[config.mk]
export PLATFORM = sky130hd
export DESIGN_NAME = shared_adder_sched
export DESIGN_NICKNAME = d
export VERILOG_FILES = /design/src/rtl/shared_adder_pkg.sv /design/src/rtl/shared_adder_sched_rr_arbiter.sv /design/src/rtl/shared_adder_sched.sv
export SDC_FILE = /design/constraint.sdc
export NUM_CORES = 1
export LEC_CHECK = 0
export ABC_AREA = 1
export BUFFER_PORTS_ARGS = -buffer_cell sky130_fd_sc_hd__buf_2
export CORE_AREA = 3 3 52 90
export DETAILED_ROUTE_END_ITERATION = 8
export DIE_AREA = 0 0 55 93
export PLACE_DENSITY_LB_ADDON = 0.15
export SYNTH_ARGS = -nofsm -noshare
export SYNTH_HDL_FRONTEND = slang
export SYNTH_SLANG_ARGS = --single-unit
[constraint.sdc]
create_clock -name clk -period 5.8 [get_ports clk]
set_clock_uncertainty 0.05 [all_clocks]
set_input_delay 0.58 -clock clk [delete_from_list [all_inputs] [get_ports clk]]
set_output_delay 0.58 -clock clk [all_outputs]
set_load 0.03 [all_outputs]
[src/rtl/shared_adder_pkg.sv]
// Shared types and default sizing for the shared-adder scheduler.
package shared_adder_pkg;

   // Controller phases: wait for a request, add, present the result.
   typedef enum logic [1:0] {
      IDLE = 2'd0,
      ADD  = 2'd1,
      RESP = 2'd2
   } state_e;

   localparam int DEF_NREQ = 4;   // requesters sharing the adder
   localparam int DEF_W    = 4;   // operand / sum width
   localparam int DEF_CW   = 8;   // completed-transaction counter width

endpackage

[src/rtl/shared_adder_sched_rr_arbiter.sv]
// Round-robin arbiter: picks the first valid requester at or above ptr,
// wrapping from NREQ-1 back to 0. Purely combinational.
module rr_arbiter
   import shared_adder_pkg::*;
#(
   parameter int NREQ = DEF_NREQ
) (
   input  logic [NREQ-1:0]         valid_i,
   input  logic [$clog2(NREQ)-1:0] ptr_i,
   output logic [NREQ-1:0]         grant_o,
   output logic [$clog2(NREQ)-1:0] idx_o,
   output logic                    any_o
);

   localparam int IW = $clog2(NREQ);

   logic [IW-1:0] cand;

   // Scan upward from ptr; NREQ is a power of two so IW-bit addition wraps.
   always_comb begin
      // NOTE: every output gets a default before the loop so no latch is inferred.
      grant_o = '0;
      idx_o   = '0;
      any_o   = 1'b0;
      cand    = '0;
      for (int k = 0; k < NREQ; k++) begin
         cand = ptr_i + IW'(k);
         if (!any_o && valid_i[cand]) begin
            any_o       = 1'b1;
            idx_o       = cand;
            grant_o[cand] = 1'b1;
         end
      end
   end

endmodule

[src/rtl/shared_adder_sched.sv]
// Time-shares one W-bit adder among NREQ requesters. A round-robin winner is
// accepted in IDLE, its operands are summed in ADD, and the result is held in
// RESP until the downstream handshake.
module shared_adder_sched
   import shared_adder_pkg::*;
#(
   parameter int NREQ = DEF_NREQ,
   parameter int W    = DEF_W,
   parameter int CW   = DEF_CW
) (
   input  logic                    clk,
   input  logic                    reset,
   input  logic [NREQ-1:0]         req_valid,
   input  logic [NREQ*W-1:0]       req_a,
   input  logic [NREQ*W-1:0]       req_b,
   output logic [NREQ-1:0]         req_ready,
   output logic                    rsp_valid,
   input  logic                    rsp_ready,
   output logic [$clog2(NREQ)-1:0] rsp_id,
   output logic [W-1:0]            rsp_sum,
   output logic                    rsp_carry,
   output logic [CW-1:0]           txn_count
);

   localparam int IW = $clog2(NREQ);

   state_e        state_q;
   logic [IW-1:0] ptr_q;
   logic [IW-1:0] op_id_q;
   logic [W-1:0]  op_a_q;
   logic [W-1:0]  op_b_q;

   logic [NREQ-1:0] grant;
   logic [IW-1:0]   grant_idx;
   logic            grant_any;
   logic            accept;
   logic [W:0]      sum_d;

   rr_arbiter #(.NREQ(NREQ)) u_arb (
      .valid_i (req_valid),
      .ptr_i   (ptr_q),
      .grant_o (grant),
      .idx_o   (grant_idx),
      .any_o   (grant_any)
   );

   // Grant only while idle and out of reset; silent in ADD and RESP.
   assign req_ready = (state_q == IDLE && !reset) ? grant : '0;
   assign accept    = (state_q == IDLE) && grant_any;

   // The one shared adder, fed from the latched operands.
   assign sum_d = {1'b0, op_a_q} + {1'b0, op_b_q};

   // Controller and result registers; reset aborts any transaction in flight.
   always_ff @(posedge clk or posedge reset) begin
      if (reset) begin
         // NOTE: sequential state uses non-blocking assignments so every register
         // samples pre-edge values regardless of statement order.
         state_q   <= IDLE;
         ptr_q     <= '0;
         op_id_q   <= '0;
         op_a_q    <= '0;
         op_b_q    <= '0;
         rsp_valid <= 1'b0;
         rsp_id    <= '0;
         rsp_sum   <= '0;
         rsp_carry <= 1'b0;
         txn_count <= '0;
      end else begin
         case (state_q)
            IDLE: begin
               if (accept) begin
                  op_a_q  <= req_a[grant_idx*W +: W];
                  op_b_q  <= req_b[grant_idx*W +: W];
                  op_id_q <= grant_idx;
                  state_q <= ADD;
               end
            end
            ADD: begin
               rsp_sum   <= sum_d[W-1:0];
               rsp_carry <= sum_d[W];
               rsp_id    <= op_id_q;
               rsp_valid <= 1'b1;
               state_q   <= RESP;
            end
            RESP: begin
               if (rsp_ready) begin
                  rsp_valid <= 1'b0;
                  ptr_q     <= rsp_id + IW'(1);
                  txn_count <= txn_count + CW'(1);
                  state_q   <= IDLE;
               end
            end
            default: state_q <= IDLE;
         endcase
      end
   end

endmodule

After elaboration in Yosys (flattened, before gate mapping):

Index checks and enable logic that the tools add are counted.
Widths: inputs -> output; s select.

* memories: 0
* bits of input ports: 39
* latch bits: 0
* output and inout port bits: 20
* bits in writable memories: 0
* register bits after elaboration: 30
* word-level logic and storage cells: 86
* ROM bits: 0

* shift operators: 2
* bitwise operators: 3
* equality and inequality tests: 4
* magnitude comparators: 8
* mux-type cells: 34
* $mul: 0
* add/subtract/negate cells: 6
* div/mod/pow operators: 0
* reductions and logical operators: 19

Operator list (number)
* $shiftx 16x5->4: 2
* $mux 4: 5
* $mux 1: 13
* $lt 2x3->1 const B: 4
* $mux 2: 6
* $or 4x4->4: 3
* $logic_and 1x1->1: 9
* $add 8x1->8 const B: 1
* $bmux 1 s2: 4
* $demux 1 s2: 4
* $ge 2x1->1 const B: 4
* $reduce_and 2->1: 4
* $pmux 2 s3: 1
* $add 4x4->5: 1
* $add 2x1->2 const B: 2
* $add 2x2->2 const B: 2
* $logic_not 1->1: 4
* $ne 2x2->1 const B: 2
* $eq 2x1->1 const B: 1
* $eq 2x2->1 const B: 1
* $logic_not 2->1: 1
* $pmux 1 s2: 1
* $reduce_bool 2->1: 1

Logic depth before layout (Yosys ltp):

* word-level depth: 15
* depth in mapped cells: 15
* depth with buffers taken out: 13

Modules after synthesis:

From an unflattened synthesis, not the netlist that was laid out.

* cell total of the unflattened synthesis: 304
* area total of the unflattened synthesis: 2120.8 µm²

Modules (own cells, without submodules)
* shared_adder_sched: seq. area each 750.7 µm², area each 1680.4 µm², cells an instance 230, times used 1
* rr_arbiter: seq. area each 0.0 µm², area each 440.4 µm², cells an instance 74, times used 1

Worst setup path after synthesis:

OpenSTA, ideal clock, no wires.

* path type: flip-flop to output port
* start point: register ptr_q[1]
* end point: output port req_ready[1]
* stages on the path, launching flop included: 13
* data required time: 5.170 ns
* buffers on the path: 0
* setup slack: 3.222 ns
* arrival time: 1.948 ns
* path through: dfrtp_1 inv_1 ha_1 inv_1 nand3_2 nand2_4 nor2_2 inv_1 o21ai_0 a21oi_1 o21ai_0 nand2_1 inv_1

* cells in the longest elaborated chain, start to end: 13
* elaborated cells between the ends (all ways): 48
* classes of those cells: 3 x add/sub; 8 x order compare; 24 x mux; 3 x bitwise; 10 x reduce/logical

RTL lines
* start: declaration: RTL line shared_adder_sched.sv:28 `logic [IW-1:0] ptr_q;`
* start signal: assignment: RTL line shared_adder_sched.sv:89 `ptr_q <= rsp_id + IW'(1);`
* branches (longest 11 deep; another with $lt 2x3->1)
* $mux 4 (*): RTL line shared_adder_sched_rr_arbiter.sv:28 `if (!any_o && valid_i[cand]) begin`
* $mux 4 (*): RTL line shared_adder_sched.sv:48 `assign req_ready = (state_q == IDLE && !reset) ? grant : '0;`
* end: declaration: RTL line shared_adder_sched.sv:16 `output logic [NREQ-1:0] req_ready,`

Every way passes the cells marked *. The select of a mux whose other input is x is not followed.

Worst setup path in the final report:

* start point: register ptr_q[0]
* end point: output port req_ready[1]

Same word-level chain as after synthesis.

==> results.txt <==
Die area: 5120 sq um
CORE AREA: 4110 sq um
Register area share after synthesis: 34.3%
Global-route wire length before repair: 7570 um
Worst Path Arrival: 2640 ps
Lkg Pwr: 1.54 nW
FF+latch count, synth: 30
Via count: 1978
Die W: 55 um
Worst-skew pair later-pin latency: 280 ps
Gate Count Post-Synth: 295
Synth cell types: 33
Slowest stage delay, CP: 700 ps
Most frequent cells in the layout: nand2_1 (89), buf_2 (58), inv_1 (48)
Routed Wire Length: 4630 um
Most common cell after layout, fill and taps aside: nand2_1
RSZ-0062 raised after global routing: no
Post-synthesis async set-or-reset flop share: 100%
Nets: 408
Buffer count from post-CTS setup fixing: 0
EDFF count, synth: 0
Rows: 31
Worst VDD drop: 0.396 mV
Largest net degree at the start of global routing: 25
Worst slew pin tran: 569 ps
Clock sink count: 30
WL/cell: 11.4 um
Port buffer count: 58
F_max: 306 MHz
Kind of critical path: reg2out
Vias per inst: 4.87
Critical-path cell list: inv_6 -> ha_1 -> inv_1 -> nand3_2 -> nand2_4 -> nor2_2 -> inv_1 -> o21ai_0 -> a21oi_1 -> o21ai_0 -> nand2_1 -> inv_1 -> buf_2
Post-Synthesis Cell Area: 2190 sq um
Proportion of layout cells with a drive suffix above 1: 28.0%
GRT overflow: 0
Post-DP HPWL: 3710 um
Final hold vios: 0
Top_reg_cell synth: dfrtp_1
Buf/Inv on CP: 5
Clk pin slew, worst setup/hold paths: 60 ps
TritonCTS buffer count: 5
Final cycle utilization of the critical path: 56.4%
Setup tns final: 0 ps
Die height: 93 um
HP Class: in2async
Vias in the first global route: 1874
Startpoint Class: flip-flop
Gr usage total: 20.0%
Most frequent CP cell: inv_1
Initial core utilization: 53.2%
Fillcell total: 401
MaxCap Viol Count: 0
Max Root-Sink Buffers: 2
Clock Tree Root: clkbuf_8
Fin Hold WS: 171 ps
Antenna-violating nets left: 0
Area Growth Syn to Fin: 21.0%
# resized after CTS: 0
Warnings, synthesis: 0
Final Setup Violations: 0
Residual DRC: 0
WP data required: 5170 ps
Initial DRT Pass Iterations: 4
CTS tree: done
Initial antenna violation count: 0
H-tree depth: 2
Worst slew margin: 62.1%
Critical path fanouts, max: 13
Initial DRC count: 39
CP max-delay cell: dfrtp_1
Placement Setup Slack: 2860 ps
RePlAce Congestion: 0.795
Tmin final: 3270 ps
Hold buffers post-CTS: 0
I/O pins: 59
Pins Over Slew Limit: 0
Syn nets: 347
Worst setup margin: 2530 ps
Diode count: 0
Synthesized area per cell: 7.42 sq um
Crit end category: output pin
PwrDens: 639 nW/um^2
Family with the most delay on the worst path: flip-flops
Status: finished, final reports clean
==> cell families after synthesis <==
family	after synthesis	share of synthesized area, %
compound gates	27	7.26
buf+inv	58	11.4
xor+xnor	8	3.20
flops	30	34.3
simple gates	159	36.0
fa+ha+maj	13	7.78
==> synth_stat cells, types with 2 or more instances <==
cell | n | area, sq um
a21oi_1 | 7 | 35.0
buf_6 | 3 | 33.8
dfrtp_1 | 30 | 751
ha_1 | 12 | 150
inv_1 | 48 | 180
inv_2 | 2 | 7.51
nand2_1 | 89 | 334
nand2_2 | 9 | 56.3
nand2_4 | 5 | 56.3
nand3_1 | 27 | 135
nand3_2 | 6 | 60.1
nand4_1 | 2 | 12.5
nor2_1 | 14 | 52.6
nor2_2 | 2 | 12.5
nor2_4 | 2 | 22.5
o21ai_0 | 14 | 70.1
xnor2_1 | 6 | 52.6
xor2_1 | 2 | 17.5
==> layout make-up <==
| cell class | instances | area (sq um) | area share (%) |
|---|---|---|---|
| clock inverters | 2 | 60.1 | 2.27 |
| clock buffers | 6 | 82.6 | 3.12 |
| multi-input cells | 207 | 1190 | 44.8 |
| inverters | 53 | 208 | 7.84 |
| repair buffers | 59 | 298 | 11.2 |
| flip-flops and latches | 30 | 751 | 28.4 |
| well taps | 49 | 61.3 | 2.32 |
==> worst reg2reg max path: cells and delay by family, from the launching register on <==
| family | cells | cell delay, ps |
|---|---|---|
| AO/OA/AOI/OAI | 1 | 330 |
| adder cells (fa/ha/maj) | 1 | 400 |
| buffers and inverters | 3 | 270 |
| flip-flops | 1 | 700 |
| AND/OR/NAND/NOR | 7 | 740 |
==> path summary, 6_finish.rpt <==
check                                         start                  endpoint  slack (ps)  cells past startpoint
setup / recovery               ptr_q[0]$_DFFE_PP0P_              req_ready[1]        2530                     13
hold / removal                                reset      ptr_q[0]$_DFFE_PP0P_         170                      2
setup reg to reg               ptr_q[0]$_DFFE_PP0P_     op_b_q[1]$_DFFE_PP0P_        3240                     12
hold reg to reg            txn_count[7]$_DFFE_PP0P_  txn_count[7]$_DFFE_PP0P_         430                      1
max in group asynchronous                     reset  txn_count[7]$_DFFE_PP0P_        4940                      3
min in group clk           txn_count[7]$_DFFE_PP0P_  txn_count[7]$_DFFE_PP0P_         430                      1
==> flip-flops by register name, indices dropped and copies added (netlist names) <==
name,count
op_id_q,2
rsp_valid,1
op_a_q,4
state_q,2
rsp_sum,4
ptr_q,2
op_b_q,4
txn_count,8
rsp_id,2
rsp_carry,1
==> where the power goes <==
part	switching, W	total, W	internal (W)
registers	0.0000877	0.000391	0.000303
clock network	0.0000822	0.000265	0.000183
logic	0.000695	0.00103	0.000339
==> per-layer routing <==
metal	up-vias	part of all wire, %	GRT usage, %
li1	1030	-	-
met1	898	40	20.9
met2	44	54	36.6
met3	6	4.3	4.63
met4	0	1.6	6.69
met5	-	0	0
==> per-stage QoR <==
stage	cell area (sq um)	instances	total power [W]	utilization [%]
after global routing	2650	406	0.00186	64.4
after CTS	2650	406	0.00171	64.4
after detailed placement	2500	398	0.00144	60.9
after floorplan	2190	295	0.00125	-
final	2650	406	0.00169	64.4
after global placement	2500	398	0.00141	60.9
(Power assumes the default switching activity.)
